### src/rtl/shift_pkg.sv
// shift_pkg
// Shared definitions for the shift issue block: opcode encoding, field
// widths, and the command/result records carried through the datapath.
// Opcode bit 1 selects left shifts and bit 0 selects logical behaviour,
// so the shifter controls come straight from the opcode bits.
package shift_pkg;

  localparam int DATA_W = 32;
  localparam int AMT_W  = 5;
  localparam int TAG_W  = 4;
  localparam int OP_W   = 2;

  typedef enum logic [OP_W-1:0] {
    OP_SRA = 2'b00,
    OP_SRL = 2'b01,
    OP_SLL = 2'b10,
    OP_SLA = 2'b11
  } shift_op_e;

  // One queued command, exactly as accepted from upstream.
  typedef struct packed {
    shift_op_e         op;
    logic [DATA_W-1:0] data;
    logic [AMT_W-1:0]  amt;
    logic [TAG_W-1:0]  tag;
  } shift_cmd_t;

  // One completed result waiting in the output buffer.
  typedef struct packed {
    logic [DATA_W-1:0] data;
    logic [TAG_W-1:0]  tag;
  } shift_res_t;

  function automatic logic op_is_left(input shift_op_e op);
    return op[1];
  endfunction

  function automatic logic op_is_log(input shift_op_e op);
    return op[0];
  endfunction

endpackage

### src/rtl/shift_cmd_fifo.sv
// shift_cmd_fifo
// Command queue between the upstream handshake and the issue stage.
// Ports:
//   i_clk, i_rst   clock, asynchronous active-high reset
//   i_push, i_cmd  write i_cmd at the tail (ignored when full)
//   i_pop          drop the head entry at the end of the cycle (ignored when empty)
//   o_head         current head entry (meaningful only when !o_empty)
//   o_full/o_empty occupancy flags, o_count current number of entries
// DEPTH must be a power of two so the pointers wrap naturally.
module shift_cmd_fifo
  import shift_pkg::*;
#(
  parameter int DEPTH = 4
) (
  input  logic                   i_clk,
  input  logic                   i_rst,
  input  logic                   i_push,
  input  shift_cmd_t             i_cmd,
  input  logic                   i_pop,
  output shift_cmd_t             o_head,
  output logic                   o_full,
  output logic                   o_empty,
  output logic [$clog2(DEPTH):0] o_count
);

  localparam int PW = $clog2(DEPTH);

  shift_cmd_t        r_mem [DEPTH];
  logic [PW-1:0]     r_wr_ptr;
  logic [PW-1:0]     r_rd_ptr;
  logic [PW:0]       r_count;

  logic              w_do_push;
  logic              w_do_pop;

  assign o_full    = (r_count == (PW+1)'(DEPTH));
  assign o_empty   = (r_count == '0);
  assign o_count   = r_count;
  assign o_head    = r_mem[r_rd_ptr];

  assign w_do_push = i_push && !o_full;
  assign w_do_pop  = i_pop && !o_empty;

  // Storage carries no reset; only the pointers and count define validity.
  always_ff @(posedge i_clk) begin
    if (w_do_push) begin
      r_mem[r_wr_ptr] <= i_cmd;
    end
  end

  always_ff @(posedge i_clk or posedge i_rst) begin
    if (i_rst) begin
      r_wr_ptr <= '0;
      r_rd_ptr <= '0;
      r_count  <= '0;
    end else begin
      if (w_do_push) begin
        r_wr_ptr <= r_wr_ptr + PW'(1);
      end
      if (w_do_pop) begin
        r_rd_ptr <= r_rd_ptr + PW'(1);
      end
      case ({w_do_push, w_do_pop})
        2'b10:   r_count <= r_count + (PW+1)'(1);
        2'b01:   r_count <= r_count - (PW+1)'(1);
        default: r_count <= r_count;
      endcase
    end
  end

endmodule

### src/rtl/shift_issue.sv
// shift_issue
// Accepts shift commands, queues them, issues them to an external shifter
// with a fixed one-cycle latency, and returns results in acceptance order.
// Ports:
//   i_clk, i_rst                      clock, asynchronous active-high reset
//   i_in_valid/o_in_ready             command handshake
//   i_in_op/i_in_data/i_in_amt/i_in_tag  command fields
//   o_sh_x/o_sh_s/o_sh_left/o_sh_log  shifter inputs
//   i_sh_z                            shifter result (one cycle after issue)
//   o_out_valid/i_out_ready           result handshake
//   o_out_data/o_out_tag              oldest buffered result
// Handshakes: a transfer happens on a rising edge where valid && ready;
// ready never depends on same-cycle downstream activity on the input side,
// and a presented result stays stable until it transfers.
module shift_issue
  import shift_pkg::*;
#(
  parameter int DEPTH = 4
) (
  input  logic              i_clk,
  input  logic              i_rst,
  input  logic              i_in_valid,
  output logic              o_in_ready,
  input  logic [OP_W-1:0]   i_in_op,
  input  logic [DATA_W-1:0] i_in_data,
  input  logic [AMT_W-1:0]  i_in_amt,
  input  logic [TAG_W-1:0]  i_in_tag,
  output logic [DATA_W-1:0] o_sh_x,
  output logic [AMT_W-1:0]  o_sh_s,
  output logic              o_sh_left,
  output logic              o_sh_log,
  input  logic [DATA_W-1:0] i_sh_z,
  output logic              o_out_valid,
  input  logic              i_out_ready,
  output logic [DATA_W-1:0] o_out_data,
  output logic [TAG_W-1:0]  o_out_tag
);

  // ---------------------------------------------------------------------
  // Command queue
  // ---------------------------------------------------------------------
  shift_cmd_t               w_in_cmd;
  shift_cmd_t               w_head;
  logic                     w_full;
  logic                     w_empty;
  logic [$clog2(DEPTH):0]   w_fifo_count;
  logic                     w_push;
  logic                     w_issue;

  assign w_in_cmd.op   = shift_op_e'(i_in_op);
  assign w_in_cmd.data = i_in_data;
  assign w_in_cmd.amt  = i_in_amt;
  assign w_in_cmd.tag  = i_in_tag;

  // Ready depends only on the queue being full, never on a same-cycle pop.
  assign o_in_ready = !w_full;
  assign w_push     = i_in_valid && o_in_ready;

  shift_cmd_fifo #(
    .DEPTH (DEPTH)
  ) u_fifo (
    .i_clk   (i_clk),
    .i_rst   (i_rst),
    .i_push  (w_push),
    .i_cmd   (w_in_cmd),
    .i_pop   (w_issue),
    .o_head  (w_head),
    .o_full  (w_full),
    .o_empty (w_empty),
    .o_count (w_fifo_count)
  );

  // ---------------------------------------------------------------------
  // Issue / credit
  // ---------------------------------------------------------------------
  logic                     r_inflight;
  logic [TAG_W-1:0]         r_inflight_tag;
  logic [1:0]               r_out_count;
  logic [2:0]               w_occupancy;
  logic                     w_out_pop;
  logic                     w_credit;

  logic [DATA_W-1:0]        r_sh_x;
  logic [AMT_W-1:0]         r_sh_s;
  logic                     r_sh_left;
  logic                     r_sh_log;

  // Every issued command needs a guaranteed slot in the 2-entry output
  // buffer by the time its result returns. Slots are counted as buffered
  // results plus the one result still in the shifter; a pop this cycle
  // frees one slot in time for a new issue.
  assign w_occupancy = {1'b0, r_out_count} + {2'b00, r_inflight};
  assign w_out_pop   = o_out_valid && i_out_ready;
  assign w_credit    = (w_occupancy < 3'd2) ||
                       ((w_occupancy == 3'd2) && w_out_pop);
  assign w_issue     = !w_empty && w_credit;

  // The head is presented combinationally in the issue cycle; otherwise
  // the shifter inputs hold whatever was last issued.
  assign o_sh_x    = w_issue ? w_head.data           : r_sh_x;
  assign o_sh_s    = w_issue ? w_head.amt            : r_sh_s;
  assign o_sh_left = w_issue ? op_is_left(w_head.op) : r_sh_left;
  assign o_sh_log  = w_issue ? op_is_log(w_head.op)  : r_sh_log;

  always_ff @(posedge i_clk or posedge i_rst) begin
    if (i_rst) begin
      r_sh_x         <= '0;
      r_sh_s         <= '0;
      r_sh_left      <= 1'b0;
      r_sh_log       <= 1'b0;
      r_inflight     <= 1'b0;
      r_inflight_tag <= '0;
    end else begin
      r_inflight <= w_issue;
      if (w_issue) begin
        r_sh_x         <= w_head.data;
        r_sh_s         <= w_head.amt;
        r_sh_left      <= op_is_left(w_head.op);
        r_sh_log       <= op_is_log(w_head.op);
        r_inflight_tag <= w_head.tag;
      end
    end
  end

  // ---------------------------------------------------------------------
  // Output buffer (2 entries, ring order)
  // ---------------------------------------------------------------------
  shift_res_t               r_ob [2];
  logic                     r_ob_wr;
  logic                     r_ob_rd;
  logic                     w_capture;

  // The shifter result is valid exactly one cycle after issue, which is
  // the cycle r_inflight is set. Reset clears r_inflight, so a result from
  // a pre-reset issue is never captured.
  assign w_capture   = r_inflight;

  assign o_out_valid = (r_out_count != 2'd0);
  assign o_out_data  = r_ob[r_ob_rd].data;
  assign o_out_tag   = r_ob[r_ob_rd].tag;

  always_ff @(posedge i_clk or posedge i_rst) begin
    if (i_rst) begin
      r_ob[0]     <= '0;
      r_ob[1]     <= '0;
      r_ob_wr     <= 1'b0;
      r_ob_rd     <= 1'b0;
      r_out_count <= 2'd0;
    end else begin
      if (w_capture) begin
        r_ob[r_ob_wr].data <= i_sh_z;
        r_ob[r_ob_wr].tag  <= r_inflight_tag;
        r_ob_wr            <= ~r_ob_wr;
      end
      if (w_out_pop) begin
        r_ob_rd <= ~r_ob_rd;
      end
      case ({w_capture, w_out_pop})
        2'b10:   r_out_count <= r_out_count + 2'd1;
        2'b01:   r_out_count <= r_out_count - 2'd1;
        default: r_out_count <= r_out_count;
      endcase
    end
  end

endmodule

### config.mk
export PLATFORM = sky130hd
export DESIGN_NAME = shift_issue
export DESIGN_NICKNAME = d
export VERILOG_FILES = /design/src/rtl/shift_pkg.sv /design/src/rtl/shift_cmd_fifo.sv /design/src/rtl/shift_issue.sv
export SDC_FILE = /design/constraint.sdc
export NUM_CORES = 1
export LEC_CHECK = 0
export ABC_AREA = 1
export CAP_MARGIN = 10
export CELL_PAD_IN_SITES_DETAIL_PLACEMENT = 1
export CELL_PAD_IN_SITES_GLOBAL_PLACEMENT = 1
export CORE_MARGIN = 4
export CORE_UTILIZATION = 45
export DETAILED_ROUTE_END_ITERATION = 16
export GPL_TIMING_DRIVEN = 0
export PLACE_DENSITY_LB_ADDON = 0.1
export SLEW_MARGIN = 40
export SYNTH_ARGS = -nofsm -noshare
export SYNTH_HDL_FRONTEND = slang
export SYNTH_SLANG_ARGS = --single-unit
### constraint.sdc
create_clock -name i_clk -period 8.1 [get_ports i_clk]
set_input_delay 2.43 -clock i_clk [delete_from_list [all_inputs] [get_ports i_clk]]
set_output_delay 2.43 -clock i_clk [all_outputs]
set_load 0.02 [all_outputs]
==> results of run 1 <==
==> kinds of logic (layout without fill, tap and decap cells) <==
logic type | count (synthesis) | in the layout | synth area share (%)
and+or+nand+nor | 639 | 639 | 20.9
DFF | 299 | 299 | 65.0
adders and majority gates | 10 | 10 | 1.03
xor gates and xnor gates | 6 | 6 | 0.410
buffers and inverters | 291 | 521 | 9.60
AOI/OAI and AO/OA | 78 | 78 | 3.04
==> layout make-up <==
cell class,count,area [µm²]
plain buffers,63,377
clock buffers,47,1050
clock inverters,15,108
fillers,3098,11600
inverters,228,863
multi-input cells,733,3290
flip-flops and latches,299,8340
well taps,378,473
repair buffers,168,1820
==> worst max-delay path, delay by kind of cell <==
kind | cells | cell delay (ps)
buffers and inverters | 4 | 1400
and+or+nand+nor | 6 | 590
==> through the flow <==
stage | total power [mW] | hold slack, ps | util (%) | cell area (µm²) | setup WS (ps)
floorplan | 4.36 | 442 | - | 12800 | 2290
global route | 7.91 | 493 | 58.5 | 16300 | 1100
global placement | 5.69 | 449 | 53.2 | 14900 | 70.8
finish | 7.39 | 465 | 58.5 | 16300 | 1240
detailed placement | 5.89 | 456 | 54.3 | 15200 | 1240
CTS | 7.49 | 469 | 58.5 | 16300 | 1210
==> state kept, by name (all words and copies together) (netlist names) <==
register         cells
r_sh_x              32
u_fifo.o_count       3
u_fifo.r_wr_ptr      2
r_sh_log             1
r_out_count          2
r_ob                72
r_ob_wr              1
r_inflight_tag       4
r_sh_left            1
r_sh_s               5
u_fifo.r_mem       172
r_ob_rd              1
u_fifo.r_rd_ptr      2
r_inflight           1
==> cells in the final DEF, fill, tap and decap left out, drive strengths merged <==
cell and instances:
a21oi 4, buf 54, bufinv 1, clkbuf 69
clkdlybuf4s50 155, clkinv 13, clkinvlp 3, dfrtp 127
edfxtp 172, fa 1, ha 9, inv 226
nand2 495, nand3 131, nor2 11, nor3 1
o21ai 74, or2 1, xnor2 3, xor2 3
==> power breakdown <==
group,internal [mW],leakage [nW],switching [mW]
Clock,0.943,0.579,0.606
Combinational,1.34,3.99,2.17
Sequential,2.13,3.13,0.190
Total,4.42,7.71,2.97
==> per-layer routing <==
metal / routed length [µm] / track usage [%] / vias up
met5: 12 / 0 / -
met4: 708 / 5.74 / 2
met3: 1650 / 4.08 / 62
met2: 17800 / 40.7 / 232
met1: 14300 / 27.5 / 4700
li1: - / - / 4530
==> worst min-delay path by stage <==
stage                     depth (start not counted)                            end                          start  slack (ps)
after floorplan                                   2  r_inflight_tag[0]$_DFFE_PP0N_  r_inflight_tag[0]$_DFFE_PP0N_         440
after global placement                            2           r_sh_x[12]$_DFF_PP0_           r_sh_x[12]$_DFF_PP0_         450
after detailed placement                          2            r_sh_x[5]$_DFF_PP0_            r_sh_x[5]$_DFF_PP0_         460
after CTS                                         2           r_sh_x[17]$_DFF_PP0_           r_sh_x[17]$_DFF_PP0_         470
after global routing                              2            r_sh_x[7]$_DFF_PP0_            r_sh_x[7]$_DFF_PP0_         490
final                                             2           r_sh_x[17]$_DFF_PP0_           r_sh_x[17]$_DFF_PP0_         460
==> results.txt, run 1 <==
status: finished clean
die height: 177 µm
P_leak: 7.71 nW
Clock Skew: 12.1 ps
CTS tree: yes
Post-Synthesis Cells: 1323
Antenna Diode Count: 0
Synth Register Bits: 299
Reg2Reg Capture Point: u_fifo.o_count[2]$_DFFE_PP0P_
number of flops mapped to enable cells by yosys: 172
H-tree levels: 2
Yosys warnings: 0
slowest stage cell, crit path: clkdlybuf4s50_1
CP endpoint: o_sh_x[21]
area share of the largest cell type after synthesis: 40.2%
root buffer cell: clkbuf_16
clk_lat worst skew: 500 ps
DRT Pass-1 Iters: 5
gr ovfl total: 0
Placed Cells: 1869
Clk pin slew, worst setup/hold paths: 50 ps
Final period util: 84.7%
Worst-Margin Slew: 617 ps
IO Pins: 156
Unique masters post-synth: 28
prevailing post-synth register cell: edfxtp_1
top cells by area, synth: edfxtp_1 40%, dfrtp_1 25%, nand2_1 14%
PostCTS Resize Cnt: 0
initial drt markers: 590
post-synth top area cell: edfxtp_1
async set-reset flop share out of synthesis: 42.5%
CP endpoint kind: output pin
input/output buffers: 155
Post-DRT Antenna Nets: 0
syn nets: 1412
Crit path largest cell delay: 620 ps
Worst R2R Start: r_out_count[0]$_DFFE_PP0P_
Setup crit start kind: input pin
DR vias/cell: 4.93
Num CTS Buffers: 34
max-slew violation count: 0
Worst Reg-to-Reg Cells: 15
starting density of the core: 45.9%
Seq/Total Area, Yosys: 65.0%
CTS sink cnt: 299
pwr dens: 453 mW/mm²
Max Clock Freq: 0.146 GHz
Cell Area, Synth: 0.0128 mm²
largest net degree at the start of global routing: 78
Critical Path, Cell by Cell: clkdlybuf4s50_1 -> inv_1 -> nor2_4 -> nand2_2 -> nand2_4 -> nand2_4 -> buf_2 -> nand2_1 -> nand2_1 -> clkdlybuf4s50_1
final net count: 1616
vias: 9526
initial antenna violation count: 1
count leader, synth: nand2_1
full die area: 0.0313 mm²
Crit Path Max Fanout: 10
reg2reg setup slack: 5180 ps
Final HPWL DP: 23200 µm
setup_tns: 0 ps
vias in the first global route: 10600
Post-CTS Setup Bufs: 0
area grow syn2layout: 27.2%
max-capacitance violation count: 0
most frequent cells after synthesis: 492 x nand2_1, 223 x inv_1, 172 x edfxtp_1
hold buffers post-CTS: 0
type of the worst min-delay path: reg -> reg
global placement routability congestion: 0.780
worst-case vdd ir drop: 0.304 mV
CTS Buffer Depth: 3
final wirelength: 34400 µm
worst relative slew slack: 58.9%
Final Non-Filler Cells: 1931
critical path required time: 5670 ps
core area: 0.0279 mm²
Final setup viols: 0
# DRC: 0
Die Wd: 177 µm
total track usage: 22.3%
layout cells sized above 1: 9.34%
Cell Rows: 61
Fin. Hold Viols: 0
unrepaired setup endpoints after global routing: no
Worst EP arrival: 4430 ps
global-route wire length before repair: 55600 µm
crit path time final: 6860 ps
Critical path origin: i_out_ready
Synth Area per Inst: 9.70 µm²
DR WL/cell: 17.8 µm
critical setup path kind: in -> out
Note: power is estimated with default switching activity, not from simulation.
==> inputs of run 2 (changes only) <==
CORE_UTILIZATION = 43   (was 45)
clock period = 6.9 ns   (was 8.1 ns; I/O delays follow)
==> run 2 against run 1 <==
  * Combinational power up 18%
  * Clock-buffer cell count up 6
  * Via count down 0.99%
  * Clock power up 13%
  * Clock skew up 1.9 ps
  * Die area up 4.4%
  * Sequential share of layout area about the same
  * Hold slack better by 1.4 ps
  * Global-route usage down 1.2 points
  * Critical endpoint unchanged
  * Largest power group unchanged
  * Highest routed layer unchanged
==> results.txt, run 2 (same netlist as run 1, synthesis figures left out) <==
commonest non-fill, non-tap cells in the layout: 492 x nand2_1, 222 x inv_1, 172 x edfxtp_1, 155 x clkdlybuf4s50_1, 127 x dfrtp_1
pwr dens: 528 mW/mm²
post-place setup slack: 704 ps
Largest regs: u_fifo.r_mem (172), r_ob (72), r_sh_x (32)
# DRC: 0
Post-DRT Antenna Nets: 0
Crit Path Max Fanout: 10
Clk pin slew, worst setup/hold paths: 50 ps
layout cells sized above 1: 8.37%
Max Clock Freq: 0.161 GHz
Worst Reg-to-Reg Cells: 15
Final setup viols: 0
DRT Pass-1 Iters: 5
setup_tns: 0 ps
Final period util: 90.1%
Worst-Margin Slew: 623 ps
unrepaired setup endpoints after global routing: no
Post-CTS Setup Bufs: 0
post-layout util: 56.1%
reg2reg setup slack: 4040 ps
P_leak: 7.68 nW
Reg2Reg Capture Point: u_fifo.o_count[2]$_DFFE_PP0P_
CTS tree: yes
vias: 9432
Antenna Diode Count: 0
Clock Skew: 14.0 ps
CTS Buffer Depth: 3
metal3 WL: 1880 µm
Num CTS Buffers: 34
Worst R2R Start: r_out_count[0]$_DFFE_PP0P_
WL met2: 17500 µm
IO Pins: 156
uppermost layer routed: met5
DR vias/cell: 4.87
type of the worst min-delay path: reg -> reg
initial drt markers: 486
status: finished clean
global placement routability congestion: 0.748
starting density of the core: 44.1%
PostCTS Resize Cnt: 0
hold_sp: r_sh_x[10]$_DFF_PP0_
critical path required time: 4830 ps
clk_lat worst skew: 500 ps
full die area: 0.0327 mm²
gr ovfl total: 0
area grow syn2layout: 27.2%
CP endpoint kind: output pin
largest net degree at the start of global routing: 54
initial antenna violation count: 2
Setup crit start kind: input pin
die height: 181 µm
total track usage: 21.1%
Cell Rows: 62
global-route wire length before repair: 55400 µm
root buffer cell: clkbuf_16
most common cell after layout, fill and taps aside: nand2_1
CTS sink cnt: 299
crit path time final: 6220 ps
Die Wd: 181 µm
worst-case vdd ir drop: 0.323 mV
register with the most flip-flops: u_fifo.r_mem
final net count: 1617
hold buffers post-CTS: 0
final worst setup slack: 680 ps
input/output buffers: 155
Worst EP arrival: 4150 ps
DR WL/cell: 17.7 µm
max-capacitance violation count: 0
met1 WL: 14300 µm
worst relative slew slack: 58.5%
H-tree levels: 2
max reg flops: 172
Hold Path Stages: 2
final wirelength: 34400 µm
Final HPWL DP: 23400 µm
vias in the first global route: 10200
max-slew violation count: 0
core area: 0.0291 mm²
Hold EP: r_sh_x[10]$_DFF_PP0_
critical setup path kind: in -> out
Fin. Hold Viols: 0
[run 2: layer usage]
layer  GRT usage, %  up-vias
met2           38.3      234
met1           26.2     4606
met5              0        -
met3           3.84       60
met4           5.17        4
li1               -     4528
[run 2: worst max-delay path, cell delays in order]
cell	delay (ps)
clkdlybuf4s50_1	430
inv_1	110
nor2_4	60
nand2_2	80
nand2_4	70
nand2_4	140
buf_2	300
nand2_1	100
nand2_1	140
clkdlybuf4s50_1	640
[run 2: per-stage QoR]
step | instances | cell area [µm²] | hold slack (ps) | power, mW
finish | 1937 | 16300 | 466 | 8.61
global route | 1937 | 16300 | 501 | 9.22
CTS | 1937 | 16300 | 472 | 8.74
detailed placement | 1876 | 15300 | 458 | 6.94
global placement | 1862 | 14900 | 448 | 6.70
floorplan | 1323 | 12800 | 442 | 5.12
[run 2: how the worst max path moves through the flow]
stage / startpoint / to / slack, ps
after global routing: i_out_ready / o_sh_x[21] / 590
after detailed placement: i_out_ready / o_sh_x[21] / 700
after global placement: i_rst / r_sh_x[18]$_DFF_PP0_ / -900
final: i_out_ready / o_sh_x[21] / 680
after CTS: i_out_ready / o_sh_x[21] / 660
after floorplan: i_rst / r_inflight$_DFF_PP0_ / 1450
[run 2: cell type report]
type | count | area (µm²)
multi-input cells | 733 | 3290
plain buffers | 63 | 377
fillers | 3228 | 12800
repair buffers | 169 | 1900
clock buffers | 53 | 983
well taps | 384 | 480
flip-flops and latches | 299 | 8340
clock inverters | 8 | 91.3
inverters | 228 | 863
[run 2: power by group]
| part | internal (mW) | total [mW] | switching (mW) |
|---|---|---|---|
| Sequential | 2.50 | 2.72 | 0.217 |
| Combinational | 1.60 | 4.15 | 2.55 |
| Clock | 1.05 | 1.75 | 0.692 |
| Total | 5.16 | 8.61 | 3.46 |
